<file path="config.mk">
export PLATFORM = sky130hd
export DESIGN_NAME = panel_display_driver
export DESIGN_NICKNAME = d
export VERILOG_FILES = /design/src/rtl/panel_pkg.sv /design/src/rtl/bin2bcd_seq.sv /design/src/rtl/panel_display_driver.sv
export SDC_FILE = /design/constraint.sdc
export NUM_CORES = 1
export LEC_CHECK = 0
export CELL_PAD_IN_SITES_DETAIL_PLACEMENT = 1
export CELL_PAD_IN_SITES_GLOBAL_PLACEMENT = 1
export CORE_ASPECT_RATIO = 1.4
export CORE_MARGIN = 2
export CORE_UTILIZATION = 24
export CTS_BUF_LIST = sky130_fd_sc_hd__clkbuf_16
export DETAILED_ROUTE_END_ITERATION = 7
export GPL_ROUTABILITY_DRIVEN = 0
export HOLD_SLACK_MARGIN = 0.06
export PLACE_DENSITY = 0.55
export SYNTH_ARGS = -nofsm -noshare
export SYNTH_HDL_FRONTEND = slang
export SYNTH_SLANG_ARGS = --single-unit
export TNS_END_PERCENT = 20
</file>
<file path="constraint.sdc">
create_clock -name clk -period 2.3 [get_ports clk]
set_input_delay 0.23 -clock clk [delete_from_list [all_inputs] [get_ports clk]]
set_output_delay 0.23 -clock clk [all_outputs]
set_load 0.005 [all_outputs]
</file>
<file path="src/rtl/panel_pkg.sv">
// Shared types and helpers for the front-panel display driver:
// glyph codes, converter states, page encodings and the segment encoder.
package panel_pkg;

    typedef logic [3:0] glyph_t;

    localparam glyph_t DIG_DASH  = 4'hE;
    localparam glyph_t DIG_BLANK = 4'hF;

    localparam logic [1:0] PAGE_FUNDS  = 2'd0;
    localparam logic [1:0] PAGE_BET    = 2'd1;
    localparam logic [1:0] PAGE_WHEELS = 2'd2;
    localparam logic [1:0] PAGE_BLANK  = 2'd3;

    // Largest value that still fits in eight decimal digits.
    localparam logic [31:0] MAX_DECIMAL = 32'd99_999_999;

    typedef enum logic [1:0] {
        LOAD,
        SHIFT,
        COMMIT
    } conv_state_t;

    // Active-low segments, bit order {g,f,e,d,c,b,a}.
    function automatic logic [6:0] seg_encode(input glyph_t g);
        logic [6:0] code;
        case (g)
            4'd0:     code = 7'b1000000;
            4'd1:     code = 7'b1111001;
            4'd2:     code = 7'b0100100;
            4'd3:     code = 7'b0110000;
            4'd4:     code = 7'b0011001;
            4'd5:     code = 7'b0010010;
            4'd6:     code = 7'b0000010;
            4'd7:     code = 7'b1111000;
            4'd8:     code = 7'b0000000;
            4'd9:     code = 7'b0010000;
            DIG_DASH: code = 7'b0111111;
            default:  code = 7'b1111111;
        endcase
        return code;
    endfunction

endpackage

</file>
<file path="src/rtl/bin2bcd_seq.sv">
// Sequential shift-add-3 binary to BCD converter: one input bit per clock,
// 32 shifts per conversion, done is high during the final shift cycle.
module bin2bcd_seq (
    input  logic        clk,
    input  logic        rst,
    input  logic        start,
    input  logic [31:0] bin_in,
    output logic [31:0] bcd,
    output logic        done
);

    logic [31:0] bin_q;
    logic [31:0] bcd_q;
    logic [31:0] bcd_adj;
    logic [4:0]  bit_cnt;
    logic        busy;

    always_comb begin
        bcd_adj = bcd_q;
        for (int i = 0; i < 8; i++) begin
            if (bcd_q[4*i +: 4] >= 4'd5) begin
                bcd_adj[4*i +: 4] = bcd_q[4*i +: 4] + 4'd3;
            end
        end
    end

    always_ff @(posedge clk or negedge rst) begin
        if (!rst) begin
            bin_q   <= '0;
            bcd_q   <= '0;
            bit_cnt <= '0;
            busy    <= 1'b0;
        end else if (start) begin
            bin_q   <= bin_in;
            bcd_q   <= '0;
            bit_cnt <= '0;
            busy    <= 1'b1;
        end else if (busy) begin
            {bcd_q, bin_q} <= {bcd_adj[30:0], bin_q, 1'b0};
            bit_cnt        <= bit_cnt + 5'd1;
            if (bit_cnt == 5'd31) begin
                busy <= 1'b0;
            end
        end
    end

    assign done = busy && (bit_cnt == 5'd31);
    assign bcd  = bcd_q;

endmodule

</file>
<file path="src/rtl/panel_display_driver.sv">
// Multiplexed 8-digit 7-segment front-panel driver for the slot machine:
// snapshots the selected page, converts it to BCD, and scans the digits.
module panel_display_driver #(
    parameter int CLK_DIV = 16,
    parameter int NDIG    = 8
) (
    input  logic            clk,
    input  logic            rst,
    input  logic [31:0]     displayfunds,
    input  logic [31:0]     displaybet,
    input  logic [2:0]      displaywheel0,
    input  logic [2:0]      displaywheel1,
    input  logic [2:0]      displaywheel2,
    input  logic [2:0]      displaydice,
    input  logic [1:0]      pagesel,
    output logic [NDIG-1:0] an,
    output logic [6:0]      seg,
    output logic            convbusy
);

    import panel_pkg::*;

    localparam int DIV_W = (CLK_DIV > 2) ? $clog2(CLK_DIV) : 1;
    localparam int IDX_W = $clog2(NDIG);

    conv_state_t      state;
    conv_state_t      next_state;
    logic             conv_start;
    logic             conv_done;
    logic             commit;
    logic [31:0]      bcd;
    logic [31:0]      src_value;

    logic [1:0]       snap_page;
    logic             snap_over;
    logic [2:0]       snap_w0;
    logic [2:0]       snap_w1;
    logic [2:0]       snap_w2;
    logic [2:0]       snap_dice;

    glyph_t           glyphs     [NDIG];
    glyph_t           glyph_next [NDIG];
    logic             lit;

    logic [DIV_W-1:0] div;
    logic [IDX_W-1:0] idx;

    always_ff @(posedge clk or negedge rst) begin
        if (!rst) begin
            state <= LOAD;
        end else begin
            state <= next_state;
        end
    end

    always_comb begin
        next_state = state;
        conv_start = 1'b0;
        commit     = 1'b0;
        case (state)
            LOAD: begin
                conv_start = 1'b1;
                next_state = SHIFT;
            end
            SHIFT: begin
                if (conv_done) begin
                    next_state = COMMIT;
                end
            end
            COMMIT: begin
                commit     = 1'b1;
                next_state = LOAD;
            end
            default: next_state = LOAD;
        endcase
    end

    // Registered so it reads 0 during reset and tracks the state after it.
    always_ff @(posedge clk or negedge rst) begin
        if (!rst) begin
            convbusy <= 1'b0;
        end else begin
            convbusy <= (next_state != COMMIT);
        end
    end

    always_comb begin
        case (pagesel)
            PAGE_FUNDS: src_value = displayfunds;
            PAGE_BET:   src_value = displaybet;
            default:    src_value = 32'd0;
        endcase
    end

    always_ff @(posedge clk or negedge rst) begin
        if (!rst) begin
            snap_page <= PAGE_BLANK;
            snap_over <= 1'b0;
            snap_w0   <= '0;
            snap_w1   <= '0;
            snap_w2   <= '0;
            snap_dice <= '0;
        end else if (conv_start) begin
            snap_page <= pagesel;
            snap_over <= (src_value > MAX_DECIMAL);
            snap_w0   <= displaywheel0;
            snap_w1   <= displaywheel1;
            snap_w2   <= displaywheel2;
            snap_dice <= displaydice;
        end
    end

    bin2bcd_seq u_conv (
        .clk    (clk),
        .rst    (rst),
        .start  (conv_start),
        .bin_in (src_value),
        .bcd    (bcd),
        .done   (conv_done)
    );

    // Leading zeros stay blank until the first nonzero digit; digit 0 always shows.
    always_comb begin
        lit = 1'b0;
        for (int i = 0; i < NDIG; i++) begin
            glyph_next[i] = DIG_BLANK;
        end
        case (snap_page)
            PAGE_FUNDS, PAGE_BET: begin
                if (snap_over) begin
                    for (int i = 0; i < NDIG; i++) begin
                        glyph_next[i] = DIG_DASH;
                    end
                end else begin
                    for (int i = NDIG - 1; i >= 0; i--) begin
                        if ((bcd[4*i +: 4] != 4'd0) || (i == 0)) begin
                            lit = 1'b1;
                        end
                        if (lit) begin
                            glyph_next[i] = bcd[4*i +: 4];
                        end
                    end
                end
            end
            PAGE_WHEELS: begin
                glyph_next[6] = {1'b0, snap_w0};
                glyph_next[5] = {1'b0, snap_w1};
                glyph_next[4] = {1'b0, snap_w2};
                glyph_next[0] = (snap_dice == 3'd0) ? DIG_BLANK : {1'b0, snap_dice};
            end
            default: ;
        endcase
    end

    always_ff @(posedge clk or negedge rst) begin
        if (!rst) begin
            for (int i = 0; i < NDIG; i++) begin
                glyphs[i] <= DIG_BLANK;
            end
        end else if (commit) begin
            for (int i = 0; i < NDIG; i++) begin
                glyphs[i] <= glyph_next[i];
            end
        end
    end

    always_ff @(posedge clk or negedge rst) begin
        if (!rst) begin
            div <= '0;
            idx <= '0;
        end else if (div == DIV_W'(CLK_DIV - 1)) begin
            div <= '0;
            idx <= (idx == IDX_W'(NDIG - 1)) ? '0 : idx + 1'b1;
        end else begin
            div <= div + 1'b1;
        end
    end

    // Outputs re-register every cycle so a commit shows up mid-slot.
    always_ff @(posedge clk or negedge rst) begin
        if (!rst) begin
            an  <= '1;
            seg <= 7'h7F;
        end else begin
            an  <= ~({{(NDIG - 1){1'b0}}, 1'b1} << idx);
            seg <= seg_encode(glyphs[idx]);
        end
    end

endmodule

</file>
After elaboration in Yosys (flattened, before gate mapping)
Memory sizes are Yosys's and may differ from the RTL's. A register that Yosys moved wholly into a read port is not among the register bits.
Index checks and enable logic that the tools add are counted.
{"block": "classes", "order_cmp": 10, "add_sub_neg": 11, "n_shift": 1, "mux": 64, "n_bitwise": 2, "n_eq_ne": 9, "n_reduce_logical": 15}
{"operator": "$mux W32", "count": 5}
{"operator": "$mux W4", "count": 20}
{"operator": "$pmux W32 S2", "count": 1}
{"operator": "$ge A4 B3 Y1 const B", "count": 8}
{"operator": "$gt A32 B27 Y1 const B", "count": 1}
{"operator": "$add A4 B2 Y4 const B", "count": 7}
{"operator": "$mux W1", "count": 28}
{"operator": "$reduce_bool A4 Y1", "count": 7}
{"operator": "$pmux W12 S2", "count": 1}
{"operator": "$bmux W4 S3", "count": 1}
{"operator": "$mux W12", "count": 1}
{"operator": "$mux W5", "count": 2}
{"operator": "$not A8 Y8", "count": 1}
{"operator": "$pmux W4 S2", "count": 1}
{"operator": "$shl A1 B3 Y8 const A", "count": 1}
{"operator": "$eq A2 B1 Y1 const B", "count": 3}
{"operator": "$logic_not A2 Y1", "count": 3}
{"operator": "$mux W3", "count": 2}
{"operator": "$add A5 B1 Y5 const B", "count": 1}
{"operator": "$eq A5 B5 Y1 const B", "count": 1}
{"operator": "$add A4 B1 Y4 const B", "count": 1}
{"operator": "$eq A2 B2 Y1 const B", "count": 2}
{"operator": "$eq A4 B4 Y1 const B", "count": 1}
{"operator": "$ge A4 B4 Y1 const B", "count": 1}
{"operator": "12 further kinds", "count": 12}
{"block": "totals", "out_inout_bits": 16, "n_memories": 1, "ff_bits": 135, "input_bits": 80, "rom_bits": 112, "wordCells": 136}
{"memory": "(name not given)", "depth": 16, "word_bits": 7, "read_ports": 1, "rd_ports_with_merged_regs": 1, "wr": 0, "line_no": "panel_pkg.sv:27", "text": "case (g)"}

Depth between registers and ports, before layout
Gate-level depths: netlist of the first run.
{"block": "depth", "ltp_word": 25, "mapped_depth": 9, "mapped_depth_nobuf": 8}

Cells and area by module
Synthesis of the first run repeated with hierarchy kept, for this count alone.
{"block": "unflattened", "hier_cells": 795, "hier_area_um2": 7848.8}
{"module": "panel_display_driver", "cells_each": 405, "instances": 1, "seq_area_each_um2": 1863.0, "area_each_um2": 4036.4}
{"module": "bin2bcd_seq", "cells_each": 390, "instances": 1, "seq_area_each_um2": 1751.7, "area_each_um2": 3812.4}

Worst setup path before layout of the first run
OpenSTA, ideal clock, no wires.
{"block": "synth_path", "kind": "reg-to-reg", "startpoint": "reg idx[1]", "endpoint": "reg seg[0]", "setup_slack_ns": 0.296, "stages_incl_launch_ff": 9, "path_buffers": 1, "setup_ns": 0.073, "period_less_slack_ns": 2.004, "t_arrival_ns": 1.931, "required_time_ns": 2.227, "path_cell_list": "dfrtp_1 -> buf_6 -> mux4_1 -> mux2_2 -> inv_1 -> ha_1 -> nor2_1 -> o21a_1 -> a21oi_1"}
{"block": "synth_via", "elab_chain_cells": 4}
{"item": "start: declaration", "line_no": "panel_display_driver.sv:46", "text": "logic [IDX_W-1:0] idx;"}
{"item": "start signal: assignment", "line_no": "panel_display_driver.sv:173", "text": "idx <= (idx == IDX_W'(NDIG - 1)) ? '0 : idx + 1'b1;"}
{"item": "$not A3 Y4 (implied by the code)", "line_no": "panel_display_driver.sv:186", "text": "seg <= seg_encode(glyphs[idx]);"}
{"item": "$bmux W4 S3", "line_no": "panel_display_driver.sv:186"}
{"item": "$mux W4 (implied by the code) (2 in series)", "line_no": "panel_display_driver.sv:186"}
{"item": "end: declaration", "line_no": "panel_display_driver.sv:17", "text": "output logic [6:0] seg,"}
No other way between the ends. The select of a mux whose other input is x is not followed.
A chain may end at the register's enable or synchronous reset.

Final worst setup path of the first run
{"block": "layout_path", "startpoint": "reg idx[1]", "endpoint": "reg seg[3]"}
The elaborated chain is that of the path after synthesis.

==> run_results.csv, run 1 <==
group,metric,value,unit
outcome,status,"complete, no violations",
clocking,clockRootBuffer,"clkbuf_16",
global_route,grt_max_degree,86,
floorplanning,start_util,0.242,
logic_synthesis,syn_nets,852,
route,postRouteAntennaNets,0,
worst_setup_path,cp.arrival,2.51,ns
route,finalWirelength,20300,um
logic_synthesis,synthCells,736,
power_and_ir_drop,clkPwrFrac,0.391,
clocking,clk-insertion-delay-late,0.43,ns
clocking,cts_made_buffers,17,
power_and_ir_drop,power_frac_seq,0.418,
logic_synthesis,synth_fa_ha_area_frac,0.0590,
final_layout,diodes,0,
logic_synthesis,synth.distinct_cells,61,
place,dp_hpwl,14900,um
worst_setup_path,cp-start-kind,"flip-flop",
logic_synthesis,synthFlopType,"dfrtp_1",
clocking,clock-sinks,142,
min_path,hold_path.class,"input port to flip-flop",
logic_synthesis,yosys.area_share.simple,0.128,
worst_setup_path,reg2regPathDepth,7,
logic_synthesis,yosys.area.top_type,"dfrtp_1",
worst_setup_path,cp.required,2.65,ns
worst_setup_path,path_class,"flip-flop to flip-flop",
power_and_ir_drop,swShare,0.283,
power_and_ir_drop,p_sw,0.00217,W
logic_synthesis,synth_top_family_by_area,"multiplexers",
final_layout,syn2layout_area_growth,27.7,%
route,drtPass1Iterations,4,
worst_setup_path,cp_max_fo,6,
timing,rsz0062_at_grt,"no",
logic_synthesis,synth-xor-area-share,0.0161,
route,vias,5781,
logic_synthesis,yosys-mux-area-fraction,0.143,
floorplanning,die_area,33300,um^2
route,wire_per_inst,16.4,um
worst_setup_path,reg2reg_from,"idx[1]",
timing,layout_setup_ws,0.146,ns
place,post-place-ws,0.154,ns
global_route,gr-total-overflow,0,
place,port_buffers,95,
power_and_ir_drop,p_leak,4.46,nW
power_and_ir_drop,internal_power,0.00549,W
worst_setup_path,rrSetupSlack,0.15,ns
floorplanning,die_w,155,um
power_and_ir_drop,vdd_drop_max,393,uV
clocking,cts.path.max_buffers,2,
logic_synthesis,synth_top_area_share,0.305,
power_and_ir_drop,power_density,786,nW/um^2
global_route,track_usage,0.128,
floorplanning,io_pins,96,
timing,drv_slew,0,
min_path,min-delay-start,"pagesel[0]",
final_layout,final_nets,948,
worst_setup_path,r2r-end,"seg[3]",
floorplanning,design.core.area,31500,um^2
final_layout,drive_gt1_frac,0.150,
global_route,grt_pass1_wl,33500,um
clocking,cts_tree,"yes",
global_route,grt_pass1_vias,6259,
floorplanning,die_y,215,um
logic_synthesis,synth_area_leaders,"dfrtp_1 (30%), dfstp_2 (17%), mux2i_1 (11%), ha_1 (5.9%), nand2_1 (4.5%)",
timing,setup_viol,0,
clocking,path_clk_slew,0.06,ns
route,drtIter0Drc,168,
clocking,cts_setup_buffers,0,
timing,hold_viol_final,0,
min_path,whs_path_depth,3,
clocking,h-tree-depth,4,
logic_synthesis,avgSynthCellArea,10.4,um^2
logic_synthesis,ys_ff_latch,142,
timing,setup_tns,0,ns
timing,period_share,0.937,
route,drc,0,
timing,max_slew_margin,0.602,
floorplanning,row_count,77,
logic_synthesis,synth_compound_area_frac,0.141,
logic_synthesis,synth-edff-count,0,
timing,min_period,2.15,ns
timing,finClkSkew,0.00806,ns
logic_synthesis,ys_seq_area_frac,0.474,
power_and_ir_drop,pwr-share-comb,0.192,
run,cap_violations,0,
route,viasPerCell,4.66,
timing,worst_pin_slew,0.597,ns
logic_synthesis,async_reset_ff_frac,1.00,
min_path,hold_end,"u_conv.bin_q[28]",
logic_synthesis,synth_commonest_cells,"dfrtp_1 (93), nand2_1 (92), mux2i_1 (82)",
logic_synthesis,synthesis.area,7630,um^2
timing,clock.fmax,464,MHz
global_route,grt_antenna_before_repair,0,
logic_synthesis,yosys_warnings,0,
worst_setup_path,cp-end-kind,"flip-flop",
logic_synthesis,synth.most_common_cell,"dfrtp_1",
layer usage:
layer	global-route usage	wire, um
met1	0.149	8580
met4	0.0448	386
met5	0	0
met2	0.230	10600
met3	0.0278	679
registers in the layout (all words and copies together), names as in the netlist, 2 cells and up:
name	cells
an	8
u_conv.bin_q	32
div	4
snap_w1	3
u_conv.bit_cnt	5
snap_page	2
snap_w2	3
glyphs	32
snap_w0	3
state	2
u_conv.bcd	32
snap_dice	3
idx	3
seg	7
worst max-delay path by stage:
stage / startpoint / to / slack [ns] / depth (start not counted)
after floorplan: idx[1] / seg[0] / 0.30 / 8
after global placement: u_conv.bcd[21] / glyphs[26] / 0.25 / 7
after detailed placement: idx[1] / seg[0] / 0.15 / 7
after CTS: idx[1] / seg[0] / 0.12 / 7
after global routing: idx[1] / seg[3] / 0.04 / 7
final: idx[1] / seg[3] / 0.15 / 7
power groups by stage:
stage	Combinational (W)	Clock, W	Sequential [W]
2_1_floorplan	0.00100	0	0.00310
3_3_place_gp	0.00146	0	0.00326
3_5_place_dp	0.00149	0	0.00326
4_1_cts	0.00151	0.00308	0.00321
5_1_grt	0.00169	0.00318	0.00325
6_report	0.00147	0.00299	0.00320
layout by cell type, fill, tap and decap left out, types with 5 or more instances in the layout:
cell type,n
o22ai_1,34
mux4_1,6
inv_6,5
mux2i_1,82
buf_4,18
xnor2_1,10
a21oi_1,42
clkdlybuf4s50_1,93
dfrtp_1,92
nor3b_1,7
clkbuf_16,17
nand2b_1,14
ha_1,36
dfstp_2,49
nand2_1,92
nor2_1,49
nand3_1,14
o21ai_0,47
a211oi_1,7
o22a_1,8
inv_1,31
critical path, cell delays in order (launching register included):
cell	delay [ns]
dfrtp_1	0.46
mux4_1	0.59
mux2_2	0.35
inv_1	0.13
ha_1	0.17
nor2_1	0.05
o21a_1	0.18
a21oi_1	0.13
through the flow:
stage           util  area, um^2  std cells  hold WS (ns)  power (W)
2_1_floorplan      -        7630        736       -0.0656    0.00411
3_3_place_gp   0.289        9100       1207         0.274    0.00471
3_5_place_dp   0.289        9100       1207         0.267    0.00475
6_report       0.309        9750       1240         0.272    0.00766
4_1_cts        0.309        9740       1240         0.261    0.00780
5_1_grt        0.309        9750       1240         0.313    0.00812
cells by family (layout without fill, tap and decap cells):
family	Yosys count	after routing
simple gates	205	205
fa+ha+maj	36	36
mux	95	95
xor+xnor	14	14
buf+inv	71	180
flops	142	142
compound gates	173	173
timing repair:
| action | in CTS | in global routing |
|---|---|---|
| endpoints found under the hold margin | 30 | 0 |
| hold buffers | 1 | 0 |
| resized for setup | 0 | 1 |
| endpoints found under the setup margin | 0 | 3 |
area by class of cell:
class / count / area [um^2]
fill: 3510 / 21800
sequential: 142 / 3620
clock inverter: 15 / 208
multi-input combinational: 523 / 3730
tap: 395 / 494
timing repair buffer: 117 / 1150
clock buffer: 17 / 425
inverter: 31 / 116
(Power assumes the default switching activity.)
==> inputs of run 2 (changes only) <==
--- a/config.mk
+++ b/config.mk
@@ -15,6 +15,7 @@
 export GPL_ROUTABILITY_DRIVEN = 0
 export HOLD_SLACK_MARGIN = 0.06
 export PLACE_DENSITY = 0.55
+export SKIP_CTS_REPAIR_TIMING = 1
 export SYNTH_ARGS = -nofsm -noshare
 export SYNTH_HDL_FRONTEND = slang
 export SYNTH_SLANG_ARGS = --single-unit
==> run_results.csv, run 2 (same netlist as run 1, synthesis figures left out) <==
group,metric,value,unit
outcome,status,"complete, no violations",
global_route,track_usage,0.128,
route,drtPass1Iterations,4,
worst_setup_path,crit_slowest_cell,"mux4_1",
final_layout,syn2layout_area_growth,27.7,%
route,vias,5781,
worst_setup_path,cpLargestDelayFamily,"multiplexers",
final_layout,drive_gt1_frac,0.150,
timing,clock.fmax,464,MHz
timing,min_period,2.15,ns
global_route,gr-total-overflow,0,
worst_setup_path,rrSetupSlack,0.15,ns
power_and_ir_drop,p_leak,4.46,nW
route,wire_per_inst,16.4,um
global_route,grt_pass1_vias,6253,
worst_setup_path,startpoint,"idx[1]",
clocking,h-tree-depth,4,
floorplanning,die_w,155,um
global_route,grt_max_degree,86,
worst_setup_path,reg2regPathDepth,7,
global_route,grt_antenna_before_repair,0,
timing,rsz0062_at_grt,"no",
global_route,grt_pass1_wl,33500,um
clocking,cts_made_buffers,17,
worst_setup_path,slowest_delay,0.59,ns
clocking,clock-sinks,142,
floorplanning,die_area,33300,um^2
place,dp.cells,1207,
timing,setup_viol,0,
floorplanning,start_util,0.242,
final_layout,final_cells,1240,
worst_setup_path,cp_num_buf_inv,1,
timing,drv_slew,0,
worst_setup_path,cp.arrival,2.51,ns
floorplanning,design.core.area,31500,um^2
final_layout,final_nets,948,
final_layout,layout_commonest_cell,"clkdlybuf4s50_1",
floorplanning,row_count,77,
power_and_ir_drop,vdd_drop_max,393,uV
worst_setup_path,cp-end-kind,"flip-flop",
timing,max_slew_margin,0.602,
power_and_ir_drop,power_density,786,nW/um^2
worst_setup_path,reg2reg_from,"idx[1]",
clocking,path_clk_slew,0.06,ns
worst_setup_path,cp.required,2.65,ns
route,postRouteAntennaNets,0,
route,drtIter0Drc,168,
place,post-place-ws,0.154,ns
timing,hold_ws,0.272,ns
power_and_ir_drop,power,0.00766,W
clocking,cts.path.max_buffers,2,
timing,setup_tns,0,ns
clocking,clk-insertion-delay-late,0.43,ns
timing,worst_pin_slew,0.597,ns
worst_setup_path,r2r-end,"seg[3]",
clocking,cts_tree,"yes",
timing,finClkSkew,0.00806,ns
clocking,clockRootBuffer,"clkbuf_16",
route,viasPerCell,4.66,
worst_setup_path,crit_end,"seg[3]",
min_path,hold_path.class,"input port to flip-flop",
worst_setup_path,crit_chain,"mux4_1 > mux2_2 > inv_1 > ha_1 > nor2_1 > o21a_1 > a21oi_1",
place,dp_hpwl,14900,um
worst_setup_path,cp_max_fo,6,
route,finalWirelength,20300,um
place,port_buffers,95,
worst_setup_path,path_class,"flip-flop to flip-flop",
final_layout,multi_input_area,3730,um^2
timing,layout_setup_ws,0.146,ns
final_layout,register_area,3620,um^2
run,cap_violations,0,
floorplanning,die_y,215,um
final_layout,diodes,0,
timing,period_share,0.937,
worst_setup_path,cp.depth,7,
route,drc,0,
worst_setup_path,cp-start-kind,"flip-flop",
final_layout,n_fill_cell,3510,
timing,hold_viol_final,0,
floorplanning,io_pins,96,
final_layout,layout_common_cells,"clkdlybuf4s50_1 (93), nand2_1 (92), dfrtp_1 (92)",
## run 2: layer usage
metal	up-vias	GRT usage	wire [um]
met5	-	0	0
met4	0	0.0448	386
met3	22	0.0278	678
met2	115	0.230	10600
met1	2829	0.149	8580
li1	2815	-	-
## run 2: where the power goes
| group | internal [W] | leakage (nW) | switching, W |
|---|---|---|---|
| sequential | 0.00289 | 1.70 | 0.000312 |
| clock | 0.00183 | 0.299 | 0.00116 |
| combinational | 0.000772 | 2.46 | 0.000696 |
## run 2: worst min-delay path by stage
stage,startpoint,endpoint,slack [ns],depth (start not counted)
after floorplan,rst,convbusy,-0.07,0
after global placement,rst,idx[1],0.27,1
after detailed placement,rst,u_conv.bcd[31],0.27,1
after CTS,rst,idx[1],-0.20,1
after global routing,pagesel[0],u_conv.bin_q[29],0.31,3
final,pagesel[0],u_conv.bin_q[28],0.27,3
## run 2: stage by stage
step	instance area (um^2)	util
after global placement	9100	0.289
after detailed placement	9100	0.289
after CTS	9730	0.309
after floorplan	7630	-
final	9750	0.309
after global routing	9750	0.309
## run 2: cell type report
class                      count  share of cell area
timing repair buffer         117               0.118
tap                          395              0.0507
clock inverter                15              0.0213
inverter                      31              0.0119
sequential                   142               0.371
clock buffer                  17              0.0436
multi-input combinational    523               0.383
## run 2: tightest hold or removal path: cells and delay by family
| kind | cells | cell delay [ns] |
|---|---|---|
| muxes | 1 | 0.17 |
| AOI/OAI and AO/OA | 1 | 0.09 |
| buffers and inverters | 1 | 0.17 |
==> variant, RTL diff (flow settings as in run 1) <==
Reset style: synchronous (`rst`), changed in 7 clocked blocks.
--- a/src/rtl/bin2bcd_seq.sv
+++ b/src/rtl/bin2bcd_seq.sv
@@ -24,7 +24,7 @@
         end
     end
 
-    always_ff @(posedge clk or negedge rst) begin
+    always_ff @(posedge clk) begin
         if (!rst) begin
             bin_q   <= '0;
             bcd_q   <= '0;
--- a/src/rtl/panel_display_driver.sv
+++ b/src/rtl/panel_display_driver.sv
@@ -45,7 +45,7 @@
     logic [DIV_W-1:0] div;
     logic [IDX_W-1:0] idx;
 
-    always_ff @(posedge clk or negedge rst) begin
+    always_ff @(posedge clk) begin
         if (!rst) begin
             state <= LOAD;
         end else begin
@@ -76,7 +76,7 @@
     end
 
     // Registered so it reads 0 during reset and tracks the state after it.
-    always_ff @(posedge clk or negedge rst) begin
+    always_ff @(posedge clk) begin
         if (!rst) begin
             convbusy <= 1'b0;
         end else begin
@@ -92,7 +92,7 @@
         endcase
     end
 
-    always_ff @(posedge clk or negedge rst) begin
+    always_ff @(posedge clk) begin
         if (!rst) begin
             snap_page <= PAGE_BLANK;
             snap_over <= 1'b0;
@@ -152,7 +152,7 @@
         endcase
     end
 
-    always_ff @(posedge clk or negedge rst) begin
+    always_ff @(posedge clk) begin
         if (!rst) begin
             for (int i = 0; i < NDIG; i++) begin
                 glyphs[i] <= DIG_BLANK;
@@ -164,7 +164,7 @@
         end
     end
 
-    always_ff @(posedge clk or negedge rst) begin
+    always_ff @(posedge clk) begin
         if (!rst) begin
             div <= '0;
             idx <= '0;
@@ -177,7 +177,7 @@
     end
 
     // Outputs re-register every cycle so a commit shows up mid-slot.
-    always_ff @(posedge clk or negedge rst) begin
+    always_ff @(posedge clk) begin
         if (!rst) begin
             an  <= '1;
             seg <= 7'h7F;
Check against the original RTL: differs if rst is asserted again (counterexample within 4 cycles, from zero or initial values and one cycle with rst low); with rst held inactive, the same outputs for 10 cycles.
==> variant against run 1 <==
- sequential cell count increased by 3
- first-iteration DRC count decreased by 21%
- fmax decreased by 0.82%
- non-clock buffer count increased by 9
- final cell count decreased by 3.8%
- setup slack got worse by 0.018 ns
- global-route usage decreased by 0.33 points
- synthesized area decreased by 7.3%
- wire length decreased by 8.9%
- cell area decreased by 5.3%
- critical path type unchanged
- critical endpoint is now glyphs[1][2]
- largest cell class unchanged
- highest routed layer unchanged
Power is not compared: it rests on default switching activity, and its combinational part moved more than twofold at a synthesized area within 25%.
==> variant: results <==
group,metric,value,unit
status,status,"finished clean",
layout,drive_gt1_frac,0.109,
logic_synthesis,async_flop_share,0,
logic_synthesis,synth_edf_count,32,
placed_design,dp_hpwl,14200,microns
layout,nNetsFinal,917,
setup_path,critPathSlowestCell,"or4b_4",
logic_synthesis,synth-compound-area-share,0.144,
setup_path,cp_top_family,"simple AND/OR/NAND/NOR gates",
logic_synthesis,yosys-top-cells-area,"dfxtp_1 32%, edfxtp_1 14%, mux2i_1 12%",
drt,wl_met3,384,microns
layout,fin_cells,1193,
grt,antenna_found_initial,0,
logic_synthesis,synth_adder_area_share,0.0637,
drt,wl_met1,7520,microns
logic_synthesis,ys_seq_area_frac,0.456,
grt,grt_pass1_wl,30300,microns
placed_design,port_buffers,95,
placed_design,dpl_cell_area,8630,sq um
grt,grt_use_met3,0.0242,
placed_design,dp_slack,0.0438,ns
grt,grt_util_met2,0.238,
logic_synthesis,synth_cell_types,56,
sta,max_slew_margin,0.602,
logic_synthesis,yosys-top-cells-count,"113 x dfxtp_1, 83 x mux2i_1, 42 x nand2_1",
setup_path,cpPeakStageDelay,0.54,ns
logic_synthesis,syn_nets,812,
drt,wire_per_inst,15.5,microns
drt,dr_wl_met2,10400,microns
setup_path,crit_arrival,2.47,ns
power_and_ir_drop,power,0.00613,W
grt,grt_max_degree,43,
layout,antennaDiodeCount,0,
logic_synthesis,postSynthAreaPerCell,10.2,sq um
drt,vias,5459,
drt,first_iter_violations,132,
sta,skew,0.00728,ns
grt,track_usage,0.125,
logic_synthesis,synth-xor-area-share,0.0198,
grt,use_met1,0.136,
logic_synthesis,synth_mux_area_frac,0.146,
-- variant: cell types whose count changed after synthesis, sizes merged, moves of 11 or more --
cell	run 1	this run
a22o	0	12
edfxtp	0	32
o21ai	47	36
dfrtp	93	0
nand2	92	42
nand3	14	25
dfstp	49	0
nor2	50	39
dfxtp	0	113
-- variant: area by class of cell --
type                            count  area (sq um)
Inverter                           25          93.8
Multi-Input combinational cell    486          3620
Sequential cell                   145          3230
Clock inverter                     11           105
Tap cell                          380           475
Fill cell                        3271         19800
Timing Repair Buffer              126          1220
Clock buffer                       20           500
-- variant: path summary, 6_finish.rpt --
check	from	end	slack (ns)	cells past startpoint
setup / recovery	u_conv.bcd[17]	glyphs[1][2]	0.13	7
hold / removal	pagesel[0]	u_conv.bin_q[23]	0.40	3
setup reg to reg	u_conv.bcd[17]	glyphs[1][2]	0.13	7
hold reg to reg	div[0]	div[0]	0.47	1
